===== src/rtl/wasm_cmp_pipe.sv =====
// Pipelined WebAssembly i32/i64 comparison unit with tag passthrough and backpressure.
// Define WASM_CMP_EQZ_EN to add the unary i32.eqz (0x45) and i64.eqz (0x50) ops.
module wasm_cmp_pipe #(
    parameter int LATENCY = 2,
    parameter int TAG_W   = 4
) (
    input  logic             clk,
    input  logic             reset,
    input  logic             in_valid,
    output logic             in_ready,
    input  logic [7:0]       in_op,
    input  logic [63:0]      in_a,
    input  logic [63:0]      in_b,
    input  logic [TAG_W-1:0] in_tag,
    output logic             out_valid,
    input  logic             out_ready,
    output logic [63:0]      result,
    output logic [3:0]       trap,
    output logic [TAG_W-1:0] out_tag
);

    localparam logic [3:0] TRAP_ILLEGAL = 4'h3;

    logic       legal;
    logic       wide;
    logic       unary;
    logic [3:0] sel;
    logic [63:0] x;
    logic [63:0] y;
    logic eq;
    logic lt_s;
    logic lt_u;
    logic gt_s;
    logic gt_u;
    logic hit;
    logic cmp_res;
    logic [3:0] cmp_trap;
    logic stall;
    logic accept;

    logic [LATENCY-1:0]            st_valid;
    logic [LATENCY-1:0]            st_res;
    logic [LATENCY-1:0][3:0]       st_trap;
    logic [LATENCY-1:0][TAG_W-1:0] st_tag;

    // sel is the position within the eq..ge_u group, shared by both widths
    always_comb begin
        legal = 1'b0;
        wide  = 1'b0;
        unary = 1'b0;
        sel   = 4'd0;
        unique case (1'b1)
            (in_op >= 8'h46 && in_op <= 8'h4F): begin
                legal = 1'b1;
                sel   = in_op[3:0] - 4'h6;
            end
            (in_op >= 8'h51 && in_op <= 8'h5A): begin
                legal = 1'b1;
                wide  = 1'b1;
                sel   = in_op[3:0] - 4'h1;
            end
`ifdef WASM_CMP_EQZ_EN
            (in_op == 8'h45): begin
                legal = 1'b1;
                unary = 1'b1;
            end
            (in_op == 8'h50): begin
                legal = 1'b1;
                unary = 1'b1;
                wide  = 1'b1;
            end
`endif
            default: ;
        endcase
    end

    // Sign-extending i32 operands keeps both signed and unsigned ordering intact
    assign x = wide ? in_a : {{32{in_a[31]}}, in_a[31:0]};
    assign y = wide ? in_b : {{32{in_b[31]}}, in_b[31:0]};

    assign eq   = (x == y);
    assign lt_s = ($signed(x) < $signed(y));
    assign lt_u = (x < y);
    assign gt_s = ($signed(y) < $signed(x));
    assign gt_u = (y < x);

    always_comb begin
        hit = 1'b0;
        case (sel)
            4'd0:    hit = eq;
            4'd1:    hit = ~eq;
            4'd2:    hit = lt_s;
            4'd3:    hit = lt_u;
            4'd4:    hit = gt_s;
            4'd5:    hit = gt_u;
            4'd6:    hit = ~gt_s;
            4'd7:    hit = ~gt_u;
            4'd8:    hit = ~lt_s;
            4'd9:    hit = ~lt_u;
            default: hit = 1'b0;
        endcase
        if (unary) begin
            hit = (y == 64'd0);
        end
    end

    assign cmp_res  = legal & hit;
    assign cmp_trap = legal ? 4'h0 : TRAP_ILLEGAL;

    assign stall    = out_valid & ~out_ready;
    assign in_ready = ~stall;
    assign accept   = in_valid & in_ready;

    always_ff @(posedge clk) begin
        if (reset) begin
            st_valid <= '0;
            st_res   <= '0;
            st_trap  <= '0;
            st_tag   <= '0;
        end else if (!stall) begin
            st_valid[0] <= accept;
            st_res[0]   <= accept & cmp_res;
            st_trap[0]  <= accept ? cmp_trap : 4'h0;
            st_tag[0]   <= accept ? in_tag : '0;
            for (int i = 1; i < LATENCY; i++) begin
                st_valid[i] <= st_valid[i-1];
                st_res[i]   <= st_res[i-1];
                st_trap[i]  <= st_trap[i-1];
                st_tag[i]   <= st_tag[i-1];
            end
        end
    end

    assign out_valid = st_valid[LATENCY-1];
    assign result    = {63'd0, st_res[LATENCY-1]};
    assign trap      = st_trap[LATENCY-1];
    assign out_tag   = st_tag[LATENCY-1];

endmodule


===== config.mk =====
export PLATFORM = sky130hd
export DESIGN_NAME = wasm_cmp_pipe
export DESIGN_NICKNAME = d
export VERILOG_FILES = /design/src/rtl/wasm_cmp_pipe.sv
export SDC_FILE = /design/constraint.sdc
export NUM_CORES = 1
export LEC_CHECK = 0
export ABC_AREA = 1
export BUFFER_PORTS_ARGS = -buffer_cell sky130_fd_sc_hd__buf_4
export CORE_MARGIN = 8
export CORE_UTILIZATION = 48
export CTS_CLUSTER_SIZE = 40
export DETAILED_ROUTE_END_ITERATION = 12
export GPL_TIMING_DRIVEN = 0
export PLACE_DENSITY = 0.79
export RECOVER_POWER = 50
export SLEW_MARGIN = 5
export SYNTH_ARGS = -nofsm -noshare
export SYNTH_HDL_FRONTEND = slang
export SYNTH_SLANG_ARGS = --single-unit
export TNS_END_PERCENT = 30

===== constraint.sdc =====
create_clock -name clk -period 4.7 [get_ports clk]
set_input_delay 0.47 -clock clk [delete_from_list [all_inputs] [get_ports clk]]
set_output_delay 0.47 -clock clk [all_outputs]
set_load 0.02 [all_outputs]

# ---- Yosys cells after proc, flatten, opt, wreduce, memory -nomap -nowiden
# Index checks and enable logic that the tools add are counted.
# W data, S select, Z words.
dict set report word_totals {
  mem_bits_rw 0
  output_inout_bits 74
  word_cells 50
  mem_count 0
  input_bits 144
  latchBits 0
  rom_bits 0
  regBits 20
}
dict set report op_classes {
  n_shift 0
  muxes 9
  bitwise 11
  eq_ne 10
  order_cmp 8
  div 0
  n_reduce_logical 4
  add_sub_neg 2
  multipliers 0
}
# operator n
set ops {}
lappend ops {{$lt A64 B64 Y1} 4}
lappend ops {{$mux W64} 2}
lappend ops {{$eq A64 B64 Y1} 1}
lappend ops {{$eq A4 B3 Y1 const B} 4}
lappend ops {{$ge A8 B7 Y1 const B} 2}
lappend ops {{$le A8 B7 Y1 const B} 2}
lappend ops {{$pmux W1 S10} 1}
lappend ops {{$eq A4 B2 Y1 const B} 2}
lappend ops {{$eq A4 B4 Y1 const B} 2}
lappend ops {{$pmux W4 S2} 1}
lappend ops {{$not A1 Y1} 7}
lappend ops {{$and A1 B1 Y1} 4}
lappend ops {{$eq A4 B1 Y1 const B} 1}
lappend ops {{$logic_not A4 Y1} 1}
lappend ops {{$mux W2} 2}
lappend ops {{$mux W4} 1}
lappend ops {{$sub A4 B1 Y4 const B} 1}
lappend ops {{$sub A4 B3 Y4 const B} 1}
lappend ops {{$logic_and A1 B1 Y1} 2}
lappend ops {{$mux W1} 2}
lappend ops {{$reduce_or A2 Y1} 1}

# ---- Depth between registers and ports, before layout
# Gate-level depths: netlist of the first run.
dict set report depth {
  depth_word 9
  depth_mapped 30
  mapped_depth_nobuf 29
}

# ---- Worst setup path before layout of the first run
# OpenSTA, ideal clock, no wires.
dict set report synth_timing {
  path_kind {input -> register}
  start {input in_op[0]}
  end {register st_res[0]}
  n_path_buf 2
  cell_stages 26
  setup_time_ns 0.131
  t_required_ns 4.569
  arrival_ns 3.203
  path_slack_ns 1.367
  path_cell_list {inv_1 -> ha_1 -> nand3b_1 -> nand2_1 -> nand2_1 -> nand3_2 -> clkbuf_1 -> clkbuf_1 -> o21ai_0 -> inv_1 -> ha_1 -> nand2_1 -> nor2_1 -> nand3_2 -> nor2_4 -> nand2_2 -> nor2_4 -> a21oi_2 -> nand2_2 -> nand2_1 -> nand3_1 -> nand2_1 -> nor2_1 -> nand2_1 -> nand2_1 -> a21oi_2}
}
dict set report synth_via {
  elab_chain_len 9
  word_cells_on_any_way 37
  classes_between {add/sub (2); order compare (8); eq/ne (10); mux (6); bitwise (7); reduce/logical (4)}
}
# element line_no
set synth_lines {}
lappend synth_lines {{from (decl)} 11} ;# input logic [7:0] in_op,
lappend synth_lines {{$ge A8 B7 Y1 or $le A8 B7 Y1 (tied branches)} 57} ;# (in_op >= 8'h51 && in_op <= 8'h5A): begin
lappend synth_lines {{$logic_and A1 B1 Y1} 57}
lappend synth_lines {{$mux W1} 52} ;# unique case (1'b1)
lappend synth_lines {{$mux W64 (on tied branches)} {78, 79}}
lappend synth_lines {{$lt A64 B64 Y1, or another cell as far along} 83} ;# assign lt_u = (x < y);
lappend synth_lines {{$not A1 Y1 (on tied branches)} -}
lappend synth_lines {{$pmux W1 S10} 89} ;# case (sel)
lappend synth_lines {{$and A1 B1 Y1 (*)} 107} ;# assign cmp_res = legal & hit;
lappend synth_lines {{$and A1 B1 Y1 (*)} 122} ;# st_res[0] <= accept & cmp_res;
lappend synth_lines {{to (signal assigned)} 122}
lappend synth_lines {{to (signal, indexed assignment)} 127} ;# st_res[i] <= st_res[i-1];
lappend synth_lines {{to (decl)} 42} ;# logic [LATENCY-1:0] st_res;
# Mark *: on every way between the ends. The rest lies on a longest branch, timed or not.
# A chain may end at the register's enable or synchronous reset.

# ---- Worst setup path in the final report of the first run
# Ends and elaborated chain as after synthesis.

==> summary.md, run 1 <==
| Metric | Value |
|---|---|
| Worst-Margin Slew | `575.4 ps` |
| Routed vias | `5413` |
| Final Cycle Share | `83.99%` |
| Highest routed metal layer | `met4` |
| Grt total ovfl | `0` |
| Top-area cell type share of the netlist area | `31.31%` |
| Fmax | `253.3 MHz` |
| RePlAce Congestion | `0.8654` |
| Antenna violations before repair | `0` |
| Root Driver | `clkbuf_8` |
| Hold path endpoint | `trap[0]` |
| WL met1 | `5.727 mm` |
| Post-CTS Setup Inserts | `0` |
| Syn-to-layout area delta | `29.31%` |
| HPWL Detailed | `11.93 mm` |
| Slew margin rel. | `61.64%` |
| Switching pwr | `319.5 uW` |
| Reg2reg end | `st_tag[3]` |
| GRT Overall Usage | `16.97%` |
| Final Hold Fails | `0` |
| Clock share of power | `15.1%` |
| Cell taking the most area after synthesis | `ha_1` |
| # rows | `38` |
| R2r worst-path depth | `7` |
| Iter 0 DRT Violations | `147` |
| RSZ-0062 raised after global routing | `false` |
| Total CTS buffers | `3` |
| Setup TNS | `0 ps` |
| Synth cell types | `28` |
| CP endpoint kind | `register` |
| Outcome | `finished clean` |
| Worst hold slack | `426.3 ps` |
| Netlist Area Pre-Place | `5395 um2` |
| Die Y | `122.0 um` |
| Fill count | `1073` |
| Ant diodes | `0` |
| H-tree depth | `1` |
| Peak supply drop | `0.0001221 V` |
| Min Tclk post-route | `3947 ps` |
| Comb pwr share | `68.2%` |
| Synth Instances | `894` |
| First-pass GRT wire length | `21.97 mm` |
| Max-slew violations | `0` |
| CTS sink cnt | `14` |
| Worst path most repeated cell | `nand2_1` |
| Worst R2R Start | `st_valid[1]` |
| Fin util | `64.08%` |
| Metal3 WL | `906 um` |
| WP data arrival | `4060 ps` |
| Hold wc startpoint | `reset` |
| CTS tree | `built` |
| P_int | `432.1 uW` |
| Largest net degree at the start of global routing | `11` |
| Setup Viol. Count Final | `0` |
| Die width | `122.0 um` |
| R2R setup slack | `3150 ps` |
| Most used DFF post-synth | `dfxtp_1` |
| Net Sw Frac | `42.51%` |
| Yosys reg bits | `14` |
| DIE AREA | `14890 um2` |
| Yosys warnings | `0` |
| Core area | `10890 um2` |
| Vias in the first global route | `5369` |
| Clock Pin Slew Worst Setup and Hold Paths | `60 ps` |
| Pleak | `0.004512 uW` |
| Worst-Skew Late Latency | `240 ps` |
| HP Class | `primary input to register` |
| Pwr Total | `751.6 uW` |
| Ranking of synthesized cells by area | `ha_1 (31%), inv_1 (15%), nand2_1 (13%), buf_4 (10%), o21ai_0 (7.1%)` |
| CP max stage delay | `350 ps` |
| DR WL met2 | `6.443 mm` |
| Final Net Count | `1394` |
| Routed len/inst | `10.44 um` |
| DR DRC count | `0` |
| Avg Inst Size Synth | `6.035 um2` |
| Clk buf depth | `2` |
| Ys async rst share | `0%` |
| CP max-delay cell | `clkbuf_1` |
| TritonRoute pass-1 iters | `4` |
| Final setup skew | `2.747 ps` |
| Initial core utilization | `49.55%` |
| Pre-CTS WS | `508.6 ps` |
| IO buf count | `152` |
| Worst setup margin | `752.7 ps` |
| CP startpoint kind | `primary input` |
| Sequential share of the synthesized area | `5.195%` |
| Hold Path Stages | `2` |
| Max FO, Critical Path | `10` |
| PwrDens | `107.7 nW/um2` |
| Resize count post-CTS | `0` |
| # Max-Cap Violations | `0` |
| Crit Path Category | `primary input to register` |
| # hold bufs at CTS | `0` |
| ANT nets after route | `0` |
| Post-synth EDFFs | `0` |
| Post-Route WL | `13.09 mm` |
| IO Pins | `218` |
| CP required | `4810 ps` |
| Flop pwr share | `16.7%` |
| Vias per cell | `4.317` |
| Share of cells above drive strength 1 | `21.36%` |
placed cells by master (no fill, tap or decap), drive strengths merged:
cell	Yosys	routed
clkbuf	15	27
xor2	2	2
a21oi	68	68
o21bai	2	2
ha	135	135
nand3	14	14
clkinv	2	2
nand2	195	195
o21a	3	3
nor2	52	52
dfxtp	14	14
o21ai	79	79
xnor2	1	1
buf	72	216
a21o	7	7
nand3b	3	3
conb	1	65
nand4	6	6
nor3	4	4
inv	219	219
worst max path at each step:
stage | startpoint | end | slack, ps | cells after the start
after floorplan | in_op[0] | st_res[0] | 1370 | 26
after global placement | in_op[1] | st_res[0] | 560 | 27
after detailed placement | in_op[0] | st_res[0] | 510 | 27
after CTS | in_op[0] | st_res[0] | 760 | 27
after global routing | in_op[1] | st_res[0] | 200 | 29
final | in_op[0] | st_res[0] | 750 | 27
worst max-delay path, delay by kind of cell:
| family | cells | cell delay, ps |
|---|---|---|
| and+or+nand+nor | 17 | 1720 |
| buffers and inverters | 5 | 900 |
| adders and majority gates | 2 | 550 |
| AOI/OAI and AO/OA | 3 | 410 |
layout make-up:
| type | count | area, um2 | area share, % |
|---|---|---|---|
| Buffer | 87 | 596.8 | 8.555 |
| Clock buffer | 4 | 55.05 | 0.7891 |
| Inverter | 221 | 829.5 | 11.89 |
| Multi-Input combinational cell | 636 | 3929 | 56.31 |
| Sequential cell | 14 | 280.3 | 4.017 |
| Tap cell | 140 | 175.2 | 2.511 |
| Timing Repair Buffer | 152 | 1111 | 15.93 |
per-stage QoR:
stage | instances | instance area (um2)
finish | 1254 | 6977
global route | 1254 | 6977
CTS | 1254 | 7007
detailed placement | 1250 | 6952
global placement | 1250 | 6952
floorplan | 958 | 5635
cells in the mapped netlist, types with 4 or more instances:
cell type,n
inv_1,216
nand2_1,191
ha_1,135
o21ai_0,77
buf_4,72
a21oi_1,65
nor2_1,49
clkbuf_1,15
dfxtp_1,14
nand3_1,11
a21o_1,7
nand4_1,6
nand2_2,4
nor3_1,4
metal layers:
metal / vias to the layer above / track usage (%)
li1: 3016 / -
met1: 2263 / 19.79
met2: 130 / 32.49
met3: 4 / 3.054
met4: 0 / 1.079
met5: - / 0
power groups by stage:
stage	Combinational, uW	Sequential, uW	Clock [uW]
5_1_grt	590	126	120
2_1_floorplan	346	128	0
3_5_place_dp	512	128	0
4_1_cts	515	126	115
6_report	512	126	114
3_3_place_gp	502	128	0
state kept, by name, indices dropped and copies added (netlist names):
signal / cells
st_trap: 1
trap: 1
st_valid: 2
out_tag: 4
st_tag: 4
st_res: 2
cell families after synthesis:
family          share of synthesized area (%)
compound gates                          15.65
simple gates                            20.85
buf+inv                                 26.44
xor+xnor                               0.4871
other cells                           0.06951
flops                                   5.195
fa+ha+maj                               31.31
(Power assumes the default switching activity.)
==> run 2, diff against run 1 <==
Settings changed: CORE_UTILIZATION 48 to 46, PLACE_DENSITY 0.79 to 0.8.
Clock period 4.7 ns to 3.5 ns, I/O delays scaled along.
==> run 2 against run 1 <==
Effect of this change: hold slack lost 120 ps; critical path type unchanged; via count grew 3.1%; worst setup slack worse by 520 ps; critical endpoint unchanged.
==> summary.md, run 2 (synthesis gave the netlist of run 1 again) <==
| Metric | Value |
|---|---|
| Worst-Skew Late Latency | `240 ps (about the same)` |
| Final setup skew | `1.117 ps (was 2.747 ps)` |
| Finished Layout Cells | `1264 (was 1254)` |
| CP endpoint kind | `register (unchanged)` |
| DR DRC count | `0 (unchanged)` |
| Initial core utilization | `47.25% (was 49.55%)` |
| Met2 global-route usage | `29.94% (was 32.49%)` |
| Root Driver | `clkbuf_16 (was clkbuf_8)` |
| Most frequent cells in the layout | `buf_4 (225), inv_1 (209), nand2_1 (189) (was inv_1 (216), buf_4 (216), nand2_1 (191))` |
| Die Y | `124.3 um (was 122.0 um)` |
| Post-Route WL | `14.07 mm (was 13.09 mm)` |
| Grt total ovfl | `0 (unchanged)` |
| # rows | `39 (was 38)` |
| Crit Path Category | `primary input to register (unchanged)` |
| # Max-Cap Violations | `0 (unchanged)` |
| HPWL Detailed | `12.00 mm (was 11.93 mm)` |
| Share of cells above drive strength 1 | `29.44% (was 21.36%)` |
| CP max stage delay | `280 ps (was 350 ps)` |
| Outcome | `finished clean (unchanged)` |
| Core area | `11420 um2 (was 10890 um2)` |
| Antenna violations before repair | `0 (unchanged)` |
| TritonRoute pass-1 iters | `5 (was 4)` |
| CP startpoint kind | `primary input (unchanged)` |
| Clock Pin Slew Worst Setup and Hold Paths | `40 ps (was 60 ps)` |
| Worst Path Buf+Inv | `5 (unchanged)` |
| HP Class | `primary input to register (unchanged)` |
| Ant diodes | `0 (unchanged)` |
| CTS sink cnt | `14 (unchanged)` |
| GRT Overall Usage | `16.14% (was 16.97%)` |
| Met1 Usage GRT | `18.99% (was 19.79%)` |
| Worst hold slack | `303.6 ps (was 426.3 ps)` |
| Pleak | `0.004676 uW (was 0.004512 uW)` |
| CP max-delay cell | `ha_1 (was clkbuf_1)` |
| Commonest non-fill, non-tap cell in the layout | `buf_4` |
| PwrDens | `154.8 nW/um2 (was 107.7 nW/um2)` |
| Worst path most repeated cell | `nand2_1 (unchanged)` |
| Syn-to-layout area delta | `40.33% (was 29.31%)` |
| Pwr Total | `1172 uW (was 751.6 uW)` |
| GRT busiest layer | `met2 (unchanged)` |
| RePlAce Congestion | `0.8168 (was 0.8654)` |
| CP required | `3610 ps (was 4810 ps)` |
| Fin util | `66.31% (was 64.08%)` |
| Max-slew violations | `0 (unchanged)` |
| Vias in the first global route | `5236 (was 5369)` |
| Die width | `124.3 um (was 122.0 um)` |
| Final Hold Fails | `0 (unchanged)` |
| H-tree depth | `1 (unchanged)` |
| Fin area | `7571 um2 (was 6977 um2)` |
| DIE AREA | `15450 um2 (was 14890 um2)` |
| Final Cycle Share | `93.49%` |
| Peak supply drop | `0.0002937 V (was 0.0001221 V)` |
| Fmax | `305.6 MHz` |
| Iter 0 DRT Violations | `197 (was 147)` |
| WP data arrival | `3390 ps (was 4060 ps)` |
| Setup Viol. Count Final | `0 (unchanged)` |
| ANT nets after route | `0 (unchanged)` |
| Min Tclk post-route | `3272 ps` |
| Largest net degree at the start of global routing | `11 (unchanged)` |
| Final Net Count | `1401 (was 1394)` |
| IO buf count | `152 (unchanged)` |
| Met3 usage | `3.362% (was 3.054%)` |
| IO Pins | `218 (unchanged)` |
| Max FO, Critical Path | `10 (unchanged)` |
| CP delay by family, top | `simple AND/OR/NAND/NOR gates (unchanged)` |
| First-pass GRT wire length | `22.29 mm (was 21.97 mm)` |
| Routed vias | `5579 (was 5413)` |
| Vias per cell | `4.414 (was 4.317)` |
| DP Area | `6955 um2 (was 6952 um2)` |
| Routed len/inst | `11.13 um (was 10.44 um)` |
| Total CTS buffers | `3 (unchanged)` |
| Clk buf depth | `2 (unchanged)` |
| # hold bufs at CTS | `0 (unchanged)` |
| CTS tree | `built (unchanged)` |
| Inst Count DP | `1253 (was 1250)` |
-- run 2: changes by cell type in the layout (fill, tap and decap cells not counted), sizes merged --
| cell | delta |
|---|---|
| buf | +19 |
| clkbuf | -12 |
-- run 2: per-stage QoR --
stage | setup WS, ps | TNS [ps]
3_5_place_dp | -577.1 | -577.1
6_report | 227.9 | 0
2_1_floorplan | 286.9 | 0
4_1_cts | 3.894 | 0
3_3_place_gp | -584.6 | -584.6
5_1_grt | -64.56 | -64.56
-- run 2: area by class of cell --
type                            count  area, um2
Inverter                          221      832.0
Tap cell                          143      178.9
Multi-Input combinational cell    636       4344
Clock buffer                        4      88.84
Timing Repair Buffer              159       1181
Sequential cell                    14      280.3
Fill cell                        1050       3847
Buffer                             87      665.6
-- run 2: timing repair --
| action | 4_1_cts | 5_1_grt |
|---|---|---|
| resized for setup | 45 | 157 |
| buffers inserted | 0 | 6 |
| pin swaps | 0 | 13 |
| setup endpoints to repair | 1 | 1 |
| cloned | 0 | 1 |
-- run 2: report_power, final --
part / total, uW / leakage [uW] / internal, uW / switching, uW
sequential: 169 / 0.000115 / 166 / 3.09
clock: 235 / 0.0000442 / 173 / 62.4
combinational: 767 / 0.00452 / 351 / 417
-- run 2: path summary, 6_finish.rpt --
kind,end,startpoint,depth (start not counted),slack (ps)
max,st_res[0],in_op[0],27,230
min,out_tag[3],reset,2,300
max reg2reg,st_tag[2],st_valid[1],7,1910
min reg2reg,out_tag[1],st_tag[1],2,460
-- run 2: routing by layer --
| metal | share of wire, % | routed length [um] | up-vias |
|---|---|---|---|
| li1 | - | - | 3039 |
| met1 | 43 | 6114 | 2378 |
| met2 | 50 | 7104 | 150 |
| met3 | 5.4 | 755 | 12 |
| met4 | 0.68 | 95 | 0 |
| met5 | 0 | 0 | - |
-- run 2: worst register-to-register path, stage by stage (launching register included) --
cell      delay (ps)
dfxtp_1          320
inv_1             40
nor2_1           310
clkinv_1         340
nand2_1          190
inv_1            120
nand2_1           80
a21oi_1           60
